**src/rtl/ps2_key_if.sv**
```systemverilog
// Stream bundle for the PS/2 key decoder: raw scan-code bytes in, decoded key events out.
interface ps2_key_if;
    logic       in_valid;
    logic [7:0] in_data;
    logic       out_valid;
    logic       out_ready;
    logic [7:0] out_code;
    logic       out_ext;
    logic       out_break;
    logic       out_repeat;

    // Producer of bytes and consumer of events.
    modport master (
        output in_valid, in_data, out_ready,
        input  out_valid, out_code, out_ext, out_break, out_repeat
    );

    // The decoder itself.
    modport slave (
        input  in_valid, in_data, out_ready,
        output out_valid, out_code, out_ext, out_break, out_repeat
    );
endinterface

```
**src/rtl/ps2_key_decoder.sv**
```systemverilog
// PS/2 scan-code decoder: byte FIFO, prefix (E0/F0) tracking FSM, registered key-event
// output with valid/ready handshake, and held-key / press-count bookkeeping.
module ps2_key_decoder #(
    parameter int FIFO_DEPTH = 8
) (
    input  logic       clk,
    input  logic       resetn,
    ps2_key_if.slave   bus,
    output logic       key_down,
    output logic [7:0] held_code,
    output logic [7:0] press_count,
    output logic       overflow
);
    localparam int            AW      = $clog2(FIFO_DEPTH);
    localparam logic [AW:0]   DEPTH_C = (AW + 1)'(FIFO_DEPTH);

    typedef enum logic [1:0] {IDLE, EXT, BRK, EXT_BRK} state_t;

    logic [7:0]  mem_q [FIFO_DEPTH];
    logic [AW:0] wr_ptr_q, wr_ptr_d, rd_ptr_q, rd_ptr_d;
    state_t      state_q, state_d;
    logic        out_valid_q, out_valid_d;
    logic [7:0]  out_code_q, out_code_d;
    logic        out_ext_q, out_ext_d;
    logic        out_break_q, out_break_d;
    logic        out_repeat_q, out_repeat_d;
    logic        key_down_q, key_down_d;
    logic [8:0]  held_id_q, held_id_d;
    logic [7:0]  press_count_q, press_count_d;
    logic        overflow_q, overflow_d;

    logic        full, empty, pop, push;
    logic [7:0]  pop_byte;
    logic        is_ext, is_brk;
    logic [8:0]  key_id;

    // Pointers carry one extra wrap bit so full and empty are distinguishable.
    assign full     = (wr_ptr_q - rd_ptr_q) == DEPTH_C;
    assign empty    = wr_ptr_q == rd_ptr_q;
    assign pop      = !empty && (!out_valid_q || bus.out_ready);
    assign push     = bus.in_valid && (!full || pop);
    assign pop_byte = mem_q[rd_ptr_q[AW-1:0]];

    // Next-state: FIFO pointers, prefix FSM, event register and key bookkeeping.
    always_comb begin
        wr_ptr_d      = wr_ptr_q + (AW + 1)'(push);
        rd_ptr_d      = rd_ptr_q + (AW + 1)'(pop);
        state_d       = state_q;
        out_valid_d   = out_valid_q;
        out_code_d    = out_code_q;
        out_ext_d     = out_ext_q;
        out_break_d   = out_break_q;
        out_repeat_d  = out_repeat_q;
        key_down_d    = key_down_q;
        held_id_d     = held_id_q;
        press_count_d = press_count_q;
        overflow_d    = overflow_q | (bus.in_valid && !push);
        is_ext        = (state_q == EXT) || (state_q == EXT_BRK);
        is_brk        = (state_q == BRK) || (state_q == EXT_BRK);
        key_id        = {is_ext, pop_byte};

        if (out_valid_q && bus.out_ready) begin
            out_valid_d = 1'b0;
        end

        if (pop) begin
            case (pop_byte)
                8'hE0: begin
                    if (state_q == IDLE)     state_d = EXT;
                    else if (state_q == BRK) state_d = EXT_BRK;
                end
                8'hF0: begin
                    if (state_q == IDLE)     state_d = BRK;
                    else if (state_q == EXT) state_d = EXT_BRK;
                end
                8'h00, 8'hFF: begin
                    // Keyboard error codes abandon any pending prefix.
                    state_d = IDLE;
                end
                default: begin
                    state_d      = IDLE;
                    out_valid_d  = 1'b1;
                    out_code_d   = pop_byte;
                    out_ext_d    = is_ext;
                    out_break_d  = is_brk;
                    out_repeat_d = 1'b0;
                    if (!is_brk) begin
                        if (key_down_q && (held_id_q == key_id)) begin
                            out_repeat_d = 1'b1;
                        end else begin
                            press_count_d = press_count_q + 8'd1;
                            key_down_d    = 1'b1;
                            held_id_d     = key_id;
                        end
                    end else if (key_down_q && (held_id_q == key_id)) begin
                        key_down_d = 1'b0;
                    end
                end
            endcase
        end
    end

    // Control and output registers with synchronous active-low reset.
    always_ff @(posedge clk) begin
        if (!resetn) begin
            wr_ptr_q      <= '0;
            rd_ptr_q      <= '0;
            state_q       <= IDLE;
            out_valid_q   <= 1'b0;
            out_code_q    <= 8'h00;
            out_ext_q     <= 1'b0;
            out_break_q   <= 1'b0;
            out_repeat_q  <= 1'b0;
            key_down_q    <= 1'b0;
            held_id_q     <= 9'h000;
            press_count_q <= 8'h00;
            overflow_q    <= 1'b0;
        end else begin
            wr_ptr_q      <= wr_ptr_d;
            rd_ptr_q      <= rd_ptr_d;
            state_q       <= state_d;
            out_valid_q   <= out_valid_d;
            out_code_q    <= out_code_d;
            out_ext_q     <= out_ext_d;
            out_break_q   <= out_break_d;
            out_repeat_q  <= out_repeat_d;
            key_down_q    <= key_down_d;
            held_id_q     <= held_id_d;
            press_count_q <= press_count_d;
            overflow_q    <= overflow_d;
        end
    end

    // FIFO storage; contents need no reset since the pointers define occupancy.
    always_ff @(posedge clk) begin
        if (resetn && push) begin
            mem_q[wr_ptr_q[AW-1:0]] <= bus.in_data;
        end
    end

    assign bus.out_valid  = out_valid_q;
    assign bus.out_code   = out_code_q;
    assign bus.out_ext    = out_ext_q;
    assign bus.out_break  = out_break_q;
    assign bus.out_repeat = out_repeat_q;
    assign key_down       = key_down_q;
    assign held_code      = held_id_q[7:0];
    assign press_count    = press_count_q;
    assign overflow       = overflow_q;
endmodule

```
**src/flat_wrapper.sv**
```systemverilog
// flat-port wrapper written by rule: the top's interface ports become plain ports
module ps2_key_decoder_flat 
#(
    parameter int FIFO_DEPTH = 8
)
  (clk, resetn, key_down, held_code, press_count, overflow, bus_in_valid, bus_in_data, bus_out_ready, bus_out_valid, bus_out_code, bus_out_ext, bus_out_break, bus_out_repeat);
  ps2_key_if bus_i ();
  input  logic clk;
  input  logic resetn;
  output logic key_down;
  output logic [7:0] held_code;
  output logic [7:0] press_count;
  output logic overflow;
  input wire logic [$bits(bus_i.in_valid)-1:0] bus_in_valid;
  input wire logic [$bits(bus_i.in_data)-1:0] bus_in_data;
  input wire logic [$bits(bus_i.out_ready)-1:0] bus_out_ready;
  output wire logic [$bits(bus_i.out_valid)-1:0] bus_out_valid;
  output wire logic [$bits(bus_i.out_code)-1:0] bus_out_code;
  output wire logic [$bits(bus_i.out_ext)-1:0] bus_out_ext;
  output wire logic [$bits(bus_i.out_break)-1:0] bus_out_break;
  output wire logic [$bits(bus_i.out_repeat)-1:0] bus_out_repeat;
  assign bus_i.in_valid = bus_in_valid;
  assign bus_i.in_data = bus_in_data;
  assign bus_i.out_ready = bus_out_ready;
  assign bus_out_valid = bus_i.out_valid;
  assign bus_out_code = bus_i.out_code;
  assign bus_out_ext = bus_i.out_ext;
  assign bus_out_break = bus_i.out_break;
  assign bus_out_repeat = bus_i.out_repeat;
  ps2_key_decoder #(.FIFO_DEPTH(FIFO_DEPTH)) u_core (.clk(clk), .resetn(resetn), .bus(bus_i), .key_down(key_down), .held_code(held_code), .press_count(press_count), .overflow(overflow));
endmodule
```
**config.mk**
```make
export PLATFORM = sky130hd
export DESIGN_NAME = ps2_key_decoder_flat
export DESIGN_NICKNAME = d
export VERILOG_FILES = /design/src/rtl/ps2_key_if.sv /design/src/rtl/ps2_key_decoder.sv /design/src/flat_wrapper.sv
export SDC_FILE = /design/constraint.sdc
export NUM_CORES = 1
export LEC_CHECK = 0
export BUFFER_PORTS_ARGS = -buffer_cell sky130_fd_sc_hd__buf_4
export CAP_MARGIN = 20
export CORE_AREA = 5 5 121 123
export CTS_CLUSTER_SIZE = 28
export DETAILED_ROUTE_END_ITERATION = 6
export DIE_AREA = 0 0 126 128
export GPL_TIMING_DRIVEN = 0
export HOLD_SLACK_MARGIN = 0.06
export SLEW_MARGIN = 10
export SYNTH_ARGS = -nofsm -noshare
export SYNTH_HDL_FRONTEND = slang
export SYNTH_SLANG_ARGS = --single-unit
export TNS_END_PERCENT = 10
```
**constraint.sdc**
```tcl
create_clock -name clk -period 3.8 [get_ports clk]
set_input_delay 0.19 -clock clk [delete_from_list [all_inputs] [get_ports clk]]
set_output_delay 0.19 -clock clk [all_outputs]
set_load 0.02 [all_outputs]
```
**Word level (Yosys, flattened, before mapping)**

Memories as Yosys holds them, arrays and structs flattened. A register that Yosys moved wholly into a read port is not among the register bits.
Cells that the tools add are included.

- Input port bits: 12
- Bits in writable memories: 64
- Logic and storage cells: 71
- Output and inout bits: 30
- Memories kept: 1
- Register bits: 41

- Eq/ne operators: 13
- Add/subtract/negate cells: 4
- Muxes and demuxes: 16
- Bitwise operators: 4
- Reductions and logical operators: 21

Memories:

| memory | words | bits a word | rd ports | clocked after memory_dff | wr ports | line | RTL |
|---|---|---|---|---|---|---|---|
| u_core.mem_q | 8 | 8 | 1 | 1 | 1 | ps2_key_decoder.sv:19 | `logic [7:0] mem_q [FIFO_DEPTH];` |

Operator list:

| operator | count |
|---|---|
| $eq 8x8->1 const B | 3 |
| $mux 1 | 10 |
| $eq 9x9->1 | 1 |
| $add 4x1->4 | 2 |
| $add 8x1->8 const B | 1 |
| $logic_not 8->1 | 1 |
| $mux 2 | 4 |
| $reduce_and 4->1 | 2 |
| $logic_and 1x1->1 | 6 |
| $ne 3x1->1 const B | 2 |
| $eq 2x2->1 const B | 2 |
| $eq 4x4->1 | 1 |
| $eq 4x4->1 const B | 1 |
| $logic_not 1->1 | 4 |
| $logic_or 1x1->1 | 4 |
| $pmux 2 s2 | 1 |
| $reduce_or 4->1 | 1 |
| $sub 4x4->4 | 1 |
| $mux 3 | 1 |
| $not 1->1 | 3 |
| $reduce_and 3->1 | 1 |
| $eq 2x1->1 const B | 1 |
| $logic_not 2->1 | 1 |
| $ne 2x1->1 const B | 1 |
| other kinds (3) | 3 |

**Longest topological paths before layout**

Gate-level depths: netlist (run 1).

- Depth after elaboration: 8
- Depth in mapped cells: 16
- Mapped depth without buffers: 14

**Worst setup path before layout (run 1)**

Ideal clock, no wire load.

- Path kind: register -> register
- From: register u_core.rd_ptr_q[0]
- To: register u_core.held_id_q[4]
- Cell stages (with the launch flop): 17
- Library setup time: 0.116 ns
- Setup slack: 0.294 ns
- Data arrival time: 3.390 ns
- Path buffers: 4
- Period minus slack after synthesis: 3.506 ns
- Path through: dfxtp_1 -> buf_6 -> buf_4 -> mux2i_1 -> a221oi_2 -> xor2_1 -> nor4_1 -> nand4_1 -> or4_1 -> ha_1 -> and2_1 -> and2_1 -> buf_6 -> nor2_8 -> buf_12 -> mux2i_1 -> nor2b_1

- Word-level cells in the longest chain between the ends: 4

Ends and longest elaborated chain:

| item | line | RTL |
|---|---|---|
| start, declared | ps2_key_decoder.sv:20 | `logic [AW:0] wr_ptr_q, wr_ptr_d, rd_ptr_q, rd_ptr_d;` |
| start signal, assigned | ps2_key_decoder.sv:120 | `rd_ptr_q <= rd_ptr_d;` |
| $eq 4x4->1 | ps2_key_decoder.sv:39 | `assign empty = wr_ptr_q == rd_ptr_q;` |
| $logic_not 1->1 | ps2_key_decoder.sv:40 | `assign pop = !empty && (!out_valid_q \|\| bus.out_ready);` |
| $logic_and 1x1->1 | ps2_key_decoder.sv:40 |  |
| $reduce_and 4->1 (no line) | n/a |  |
| end signal, assigned | ps2_key_decoder.sv:128 | `held_id_q <= held_id_d;` |
| end, declared | ps2_key_decoder.sv:28 | `logic [8:0] held_id_q, held_id_d;` |

Every way passes these cells.
A chain may end at the register's enable or synchronous reset.

**Final worst setup path (run 1)**

- From: register u_core.rd_ptr_q[0]
- To: register u_core.held_id_q[7]

Same word-level chain as after synthesis.

==> qor.txt, run 1 <==
critical-path maximum fanout -> 6
vias in the first global route -> 2774
Final Non-Filler Cells -> 590
I/O Buffers -> 40
max incr delay on CP -> 520 ps
Max-Cap Viols -> 0
Vias -> 2775
placed cell area -> 5109 um^2
FP Rows -> 43
Slew headroom -> 0.3503
Synth Cell Area -> 4573 um^2
maximum vdd drop -> 0.3042 mV
Total Routing Usage GR -> 0.1212
grt ovf -> 0
Final Util -> 0.4146
sequential share of the synthesized area -> 0.5997
dominant synthesized flop cell -> edfxtp_1
CP Cell Sequence -> buf_12 > mux4_2 > nor2_4 > a221oi_4 > xor2_1 > nor4_2 > nand4_1 > or4_4 > ha_1 > and2_1 > o41ai_1 > a21oi_2 > buf_4 > or3_1 > o211a_1
fraction of layout cells with a size suffix above 1 -> 0.2854
Layout area overhead -> 22.93%
clock latency on the worst-skew pair -> 340 ps
CTS HTree Levels -> 3
Max Transition Viols Final -> 0
count leader, synth -> edfxtp_1
worst min-delay path class -> primary input to register
Sequential Area -> 2746 um^2
Critical-path top delay cell -> mux4_2
Antenna Cells -> 0
Fin. Hold Viols -> 0
multi-input gate area in the final layout -> 1735 um^2
Tmin final -> 3605 ps
filler instances -> 1288
Post-synth EDFFs -> 64
antenna violations before repair -> 0
Yosys top cell by area -> edfxtp_1
IO Pins -> 42
Synth top area share -> 0.4202
Fin Setup TNS -> 0 ps
# nets final -> 427
Worst-path clk slew -> 70 ps
Die Area -> 16130 um^2
async set-or-reset flop fraction in the synthesized netlist -> 0
CTS Buffer Depth -> 2
Num CTS Buffers -> 9
fmax -> 277.4 MHz
Layout Skew -> 9.836 ps
Worst Tran Pin Value -> 971.0 ps
# clock sinks -> 105
clock root cell -> clkbuf_16
CORE AREA -> 13560 um^2
period utilization -> 0.9486
RSZ-0062 raised after global routing -> yes
Worst Setup Start Kind -> register
post-DR vias/cell -> 4.703
final instance area -> 5622 um^2
outcome -> completed
pin count of the biggest net entering global routing -> 19
Synth cell types -> 48
WHS -> 75.12 ps
Synth area leaders -> edfxtp_1 (42%), dfxtp_1 (18%), mux4_2 (4.9%)
DR WL/cell -> 16.28 um
DRT antenna net count -> 0
iteration count of the initial detailed-routing pass -> 4
Leak -> 2.084 nW
initial drt markers -> 205
first-pass GRT wire length -> 15.17 mm
#FFs+latches synth -> 105
CTS tree -> yes
Worst EP required -> 4040 ps
Routed WL -> 9.605 mm
final setup violation count -> 0
Avg Cell Area, Syn -> 13.45 um^2
GP Congestion -> 0.7814
Ys Warns -> 0
placed cell count -> 560
PwrDens -> 776.0 nW/um^2
WS Path Type -> register to register
initial core utilization -> 0.3373
chip height -> 128 um
Net Count, Synth -> 362
DR DRC count -> 0
crit path capture type -> register
top cells by count, synth -> edfxtp_1 (64), dfxtp_1 (41), nor2_1 (24)
Arr. time, crit path -> 3840 ps
Mapped Cells -> 340
post-detail-place hpwl -> 6.558 mm
die width -> 126 um
## flip-flops by register name (all words and copies together), names as in the netlist, 2 cells and up
signal,cells
u_core.rd_ptr_q,4
u_core.mem_q,64
u_core.bus.out_code,8
u_core.held_id_q,9
u_core.press_count,8
u_core.state_q,2
u_core.wr_ptr_q,4
## worst max-delay path, delay by kind of cell (launching register included)
kind | cells | cell delay [ps]
compound gates | 4 | 410
xor+xnor | 1 | 180
fa+ha+maj | 1 | 190
buf+inv | 2 | 310
flops | 1 | 410
mux | 1 | 520
simple gates | 6 | 1450
## stage by stage
| step | worst slack [ps] | power [mW] |
|---|---|---|
| after floorplan | 294.0 | 2.808 |
| after global placement | -535.1 | 3.252 |
| after detailed placement | -507.5 | 3.285 |
| after CTS | 12.01 | 4.238 |
| after global routing | -43.56 | 4.622 |
| final | 195.3 | 4.363 |
## placed cells by master, fill, tap and decap left out, drive strengths merged
| cell type | count |
|---|---|
| and4 | 2 |
| o41a | 1 |
| nand2 | 23 |
| nor4 | 3 |
| o311ai | 1 |
| dfxtp | 41 |
| xnor2 | 8 |
| o211a | 2 |
| ha | 10 |
| clkinv | 2 |
| nand4 | 1 |
| nor2b | 8 |
| and2 | 12 |
| mux4 | 11 |
| or3 | 4 |
| nand2b | 6 |
| o311a | 1 |
| nand3 | 11 |
| nor2 | 25 |
| buf | 68 |
| o21ai | 10 |
| nand3b | 1 |
| clkbuf | 18 |
| o21a | 3 |
| a21oi | 3 |
| mux2 | 2 |
| o221a | 1 |
| inv | 12 |
| o41ai | 2 |
| edfxtp | 64 |
| a41oi | 1 |
| mux2i | 21 |
| or4 | 3 |
| a31o | 6 |
| a21boi | 4 |
| nor3 | 3 |
| a221oi | 5 |
| clkinvlp | 1 |
| xor2 | 9 |
| a21o | 1 |
## power breakdown
group	total [mW]	leakage, nW	internal [mW]	switching, mW
Combinational	1.99	1.04	0.965	1.02
Sequential	1.50	0.914	1.37	0.125
Clock	0.874	0.133	0.453	0.421
Total	4.36	2.08	2.79	1.57
## area by class of cell
type                    instances  share of cell area
clock inverters                 6            0.008680
multi-input cells             204              0.3087
well taps                     180             0.04006
clock buffers                  10             0.04073
repair buffers                 54             0.07745
inverters                       9            0.006009
plain buffers                  22             0.02982
flip-flops and latches        105              0.4885
## logic make-up after synthesis
logic type,Yosys count,synth area share
adders and majority gates,10,0.02736
and+or+nand+nor,102,0.1152
buffers and inverters,31,0.04049
xor gates and xnor gates,17,0.03256
muxes,34,0.1094
DFF,105,0.5997
AOI/OAI and AO/OA,41,0.07524
## worst paths after layout
kind	to	cells after the start	startpoint	slack, ps
max reg2reg	u_core.held_id_q[7]$_SDFFE_PN0P_	15	u_core.rd_ptr_q[0]$_SDFF_PN0_	200
min reg2reg	u_core.bus.out_code[7]$_SDFFE_PN0P_	2	u_core.bus.out_code[7]$_SDFFE_PN0P_	450
max	u_core.held_id_q[7]$_SDFFE_PN0P_	15	u_core.rd_ptr_q[0]$_SDFF_PN0_	200
min	u_core.mem_q[0][5]$_DFFE_PP_	1	bus_in_data[5]	80
## repair_timing
action | CTS | global route
pin swaps | 3 | 5
hold buffers | 0 | 0
gates cloned | 0 | 1
resized for setup | 13 | 8
buffers inserted | 3 | 10
endpoints found under the setup margin | 17 | 13
## routing by layer
| metal | vias up | part of all wire | GRT usage |
|---|---|---|---|
| met5 | - | 0 | 0 |
| met2 | 52 | 0.47 | 0.1987 |
| met4 | 0 | 0.0059 | 0.02650 |
| li1 | 1376 | - | - |
| met3 | 6 | 0.045 | 0.03458 |
| met1 | 1341 | 0.47 | 0.1610 |
No activity file was read; power rests on OpenSTA's default activity.
==> run 2, diff against run 1 <==
--- a/config.mk
+++ b/config.mk
@@ -8,6 +8,7 @@
 export BUFFER_PORTS_ARGS = -buffer_cell sky130_fd_sc_hd__buf_4
 export CAP_MARGIN = 20
 export CORE_AREA = 5 5 121 123
+export CTS_BUF_LIST = sky130_fd_sc_hd__clkbuf_4 sky130_fd_sc_hd__clkbuf_8 sky130_fd_sc_hd__clkbuf_16
 export CTS_CLUSTER_SIZE = 28
 export DETAILED_ROUTE_END_ITERATION = 6
 export DIE_AREA = 0 0 126 128
==> qor.txt, run 2 (synthesis gave the netlist of run 1 again) <==
outcome -> completed
post-DR vias/cell -> 4.707 (about the same)
Slew headroom -> 0.3482 (-0.002064)
fmax -> 277.1 MHz (-0.11%)
CTS Buffer Depth -> 2 (unchanged)
maximum vdd drop -> 0.3039 mV (about the same)
initial drt markers -> 194 (-5.4%)
initial core utilization -> 0.3373 (unchanged)
pin count of the biggest net entering global routing -> 19 (unchanged)
Die Area -> 16130 um^2 (unchanged)
Leak -> 2.087 nW (+0.16%)
filler instances -> 1288 (unchanged)
DR WL/cell -> 16.29 um (about the same)
placed cell count -> 560 (unchanged)
fraction of layout cells with a size suffix above 1 -> 0.2878 (+0.002439)
Worst Setup Start Kind -> register
Routed WL -> 9.611 mm (about the same)
GP Congestion -> 0.7814 (unchanged)
crit path capture type -> register
worst min-delay path class -> primary input to register
Worst EP required -> 4040 ps (about the same)
Routed met2 length -> 4.565 mm (+0.15%)
Reg power frac -> 0.343 (about the same)
WS Path Type -> register to register
sw frac -> 0.3594 (-0.0005381)
wire length on met3 -> 429 um (unchanged)
Arr. time, crit path -> 3850 ps (about the same)
chip height -> 128 um (unchanged)
first-pass GRT wire length -> 15.17 mm (unchanged)
CP Cell Sequence -> buf_12 > mux4_2 > nor2_4 > a221oi_4 > xor2_1 > nor4_2 > nand4_1 > or4_4 > ha_1 > and2_1 > o41ai_1 > a21oi_2 > buf_4 > or3_1 > o211a_1
clock latency on the worst-skew pair -> 340 ps (about the same)
Num CTS Buffers -> 9 (unchanged)
critical-path maximum fanout -> 6 (unchanged)
antenna violations before repair -> 0 (unchanged)
commonest cells after routing, fill and taps aside -> edfxtp_1 (64), buf_4 (60), dfxtp_1 (40), nand2_1 (23), mux2i_1 (20)
Vias -> 2777 (+0.072%)
final setup violation count -> 0 (unchanged)
max incr delay on CP -> 520 ps (about the same)
combinational share of power -> 0.455 (about the same)
post-detail-place hpwl -> 6.558 mm (unchanged)
Worst Tran Pin Value -> 974.1 ps (+3.085 ps)
CTS HTree Levels -> 3 (unchanged)
# nets final -> 427 (unchanged)
# hold bufs at CTS -> 0 (unchanged)
placed cell area -> 5109 um^2 (unchanged)
Fin Setup TNS -> 0 ps (unchanged)
Tmin final -> 3609 ps (+3.954 ps)
CTS tree -> yes
commonest non-fill, non-tap cell in the layout -> edfxtp_1
Worst-path clk slew -> 70 ps (about the same)
CORE AREA -> 13560 um^2 (unchanged)
Total Routing Usage GR -> 0.1212 (unchanged)
Max Transition Viols Final -> 0 (unchanged)
iteration count of the initial detailed-routing pass -> 4 (unchanged)
clock root cell -> clkbuf_16
vias in the first global route -> 2774 (unchanged)
Critical-path top delay cell -> mux4_2
# clock sinks -> 105 (unchanged)
Max-Cap Viols -> 0 (unchanged)
clock power share -> 0.202 (+0.002)
Final Non-Filler Cells -> 590 (unchanged)
Layout area overhead -> 23.01% (about the same)
grt ovf -> 0 (unchanged)
IO Pins -> 42 (unchanged)
final instance area -> 5625 um^2 (about the same)
PwrDens -> 776.8 nW/um^2 (+0.10%)
FP Rows -> 43 (unchanged)
WHS -> 74.98 ps (-0.1416 ps)
Layout Skew -> 9.917 ps (+0.08111 ps)
DRT antenna net count -> 0 (unchanged)
Int Power -> 2.800 mW (+0.26%)
Antenna Cells -> 0 (unchanged)
Fin. Hold Viols -> 0 (unchanged)
top layer in use -> met4
M1 WL -> 4.559 mm (about the same)
die width -> 126 um (unchanged)
DR DRC count -> 0 (unchanged)
RSZ-0062 raised after global routing -> yes
I/O Buffers -> 40 (unchanged)
max reg flops -> 64 (unchanged)
Psw -> 1.571 mW (about the same)
period utilization -> 0.9496 (+0.001041)
## run 2: cell counts in the layout (fill, tap and decap cells not counted)
Identical to the previous run, type by type.
## run 2: stage by stage
stage | setup slack [ps] | util | power [mW]
3_5_place_dp | -507.5 | 0.3768 | 3.285
6_report | 191.3 | 0.4149 | 4.370
4_1_cts | 12.01 | 0.4046 | 4.246
3_3_place_gp | -535.1 | 0.3761 | 3.252
2_1_floorplan | 294.0 | - | 2.808
5_1_grt | -43.56 | 0.4149 | 4.629
## run 2: power groups by stage
stage	clock network, mW	logic, mW	registers, mW
after global routing	0.952	2.16	1.52
after floorplan	0	1.24	1.56
after CTS	0.905	1.84	1.50
after global placement	0	1.74	1.52
final	0.881	1.99	1.50
after detailed placement	0	1.76	1.52
## run 2: final timing paths
path	depth (start not counted)	endpoint	from	slack, ps
worst max register to register	15	u_core.held_id_q[7]$_SDFFE_PN0P_	u_core.rd_ptr_q[0]$_SDFF_PN0_	190
worst min-delay path	1	u_core.mem_q[0][5]$_DFFE_PP_	bus_in_data[5]	70
worst min register to register	2	u_core.bus.out_code[7]$_SDFFE_PN0P_	u_core.bus.out_code[7]$_SDFFE_PN0P_	450
worst max-delay path	15	u_core.held_id_q[7]$_SDFFE_PN0P_	u_core.rd_ptr_q[0]$_SDFF_PN0_	190
## run 2: layout make-up
type / count / area (um^2) / share of cell area
multi-input cells: 204 / 1735 / 0.3085
inverters: 9 / 33.78 / 0.006005
flip-flops and latches: 105 / 2746 / 0.4882
clock buffers: 10 / 232.7 / 0.04137
well taps: 180 / 225.2 / 0.04004
plain buffers: 22 / 167.7 / 0.02980
clock inverters: 6 / 48.80 / 0.008674
repair buffers: 54 / 435.4 / 0.07740
## run 2: routing by layer
layer / up-vias / track usage
met2: 52 / 0.1987
met1: 1343 / 0.1610
li1: 1376 / -
met4: 0 / 0.02650
met3: 6 / 0.03458
met5: - / 0
## run 2: what timing repair did
item                                   CTS  global route
setup endpoints to repair               17            13
pin swaps                                3             5
setup buffers                            3            10
endpoints found under the hold margin    0             0
gates cloned                             0             1
gates resized for setup                 13             8
## run 2: critical path: cells and delay by family (launching register included)
kind	cells	cell delay [ps]
flops	1	410
fa+ha+maj	1	190
buf+inv	2	310
simple gates	6	1450
xor+xnor	1	180
compound gates	4	410
mux	1	520
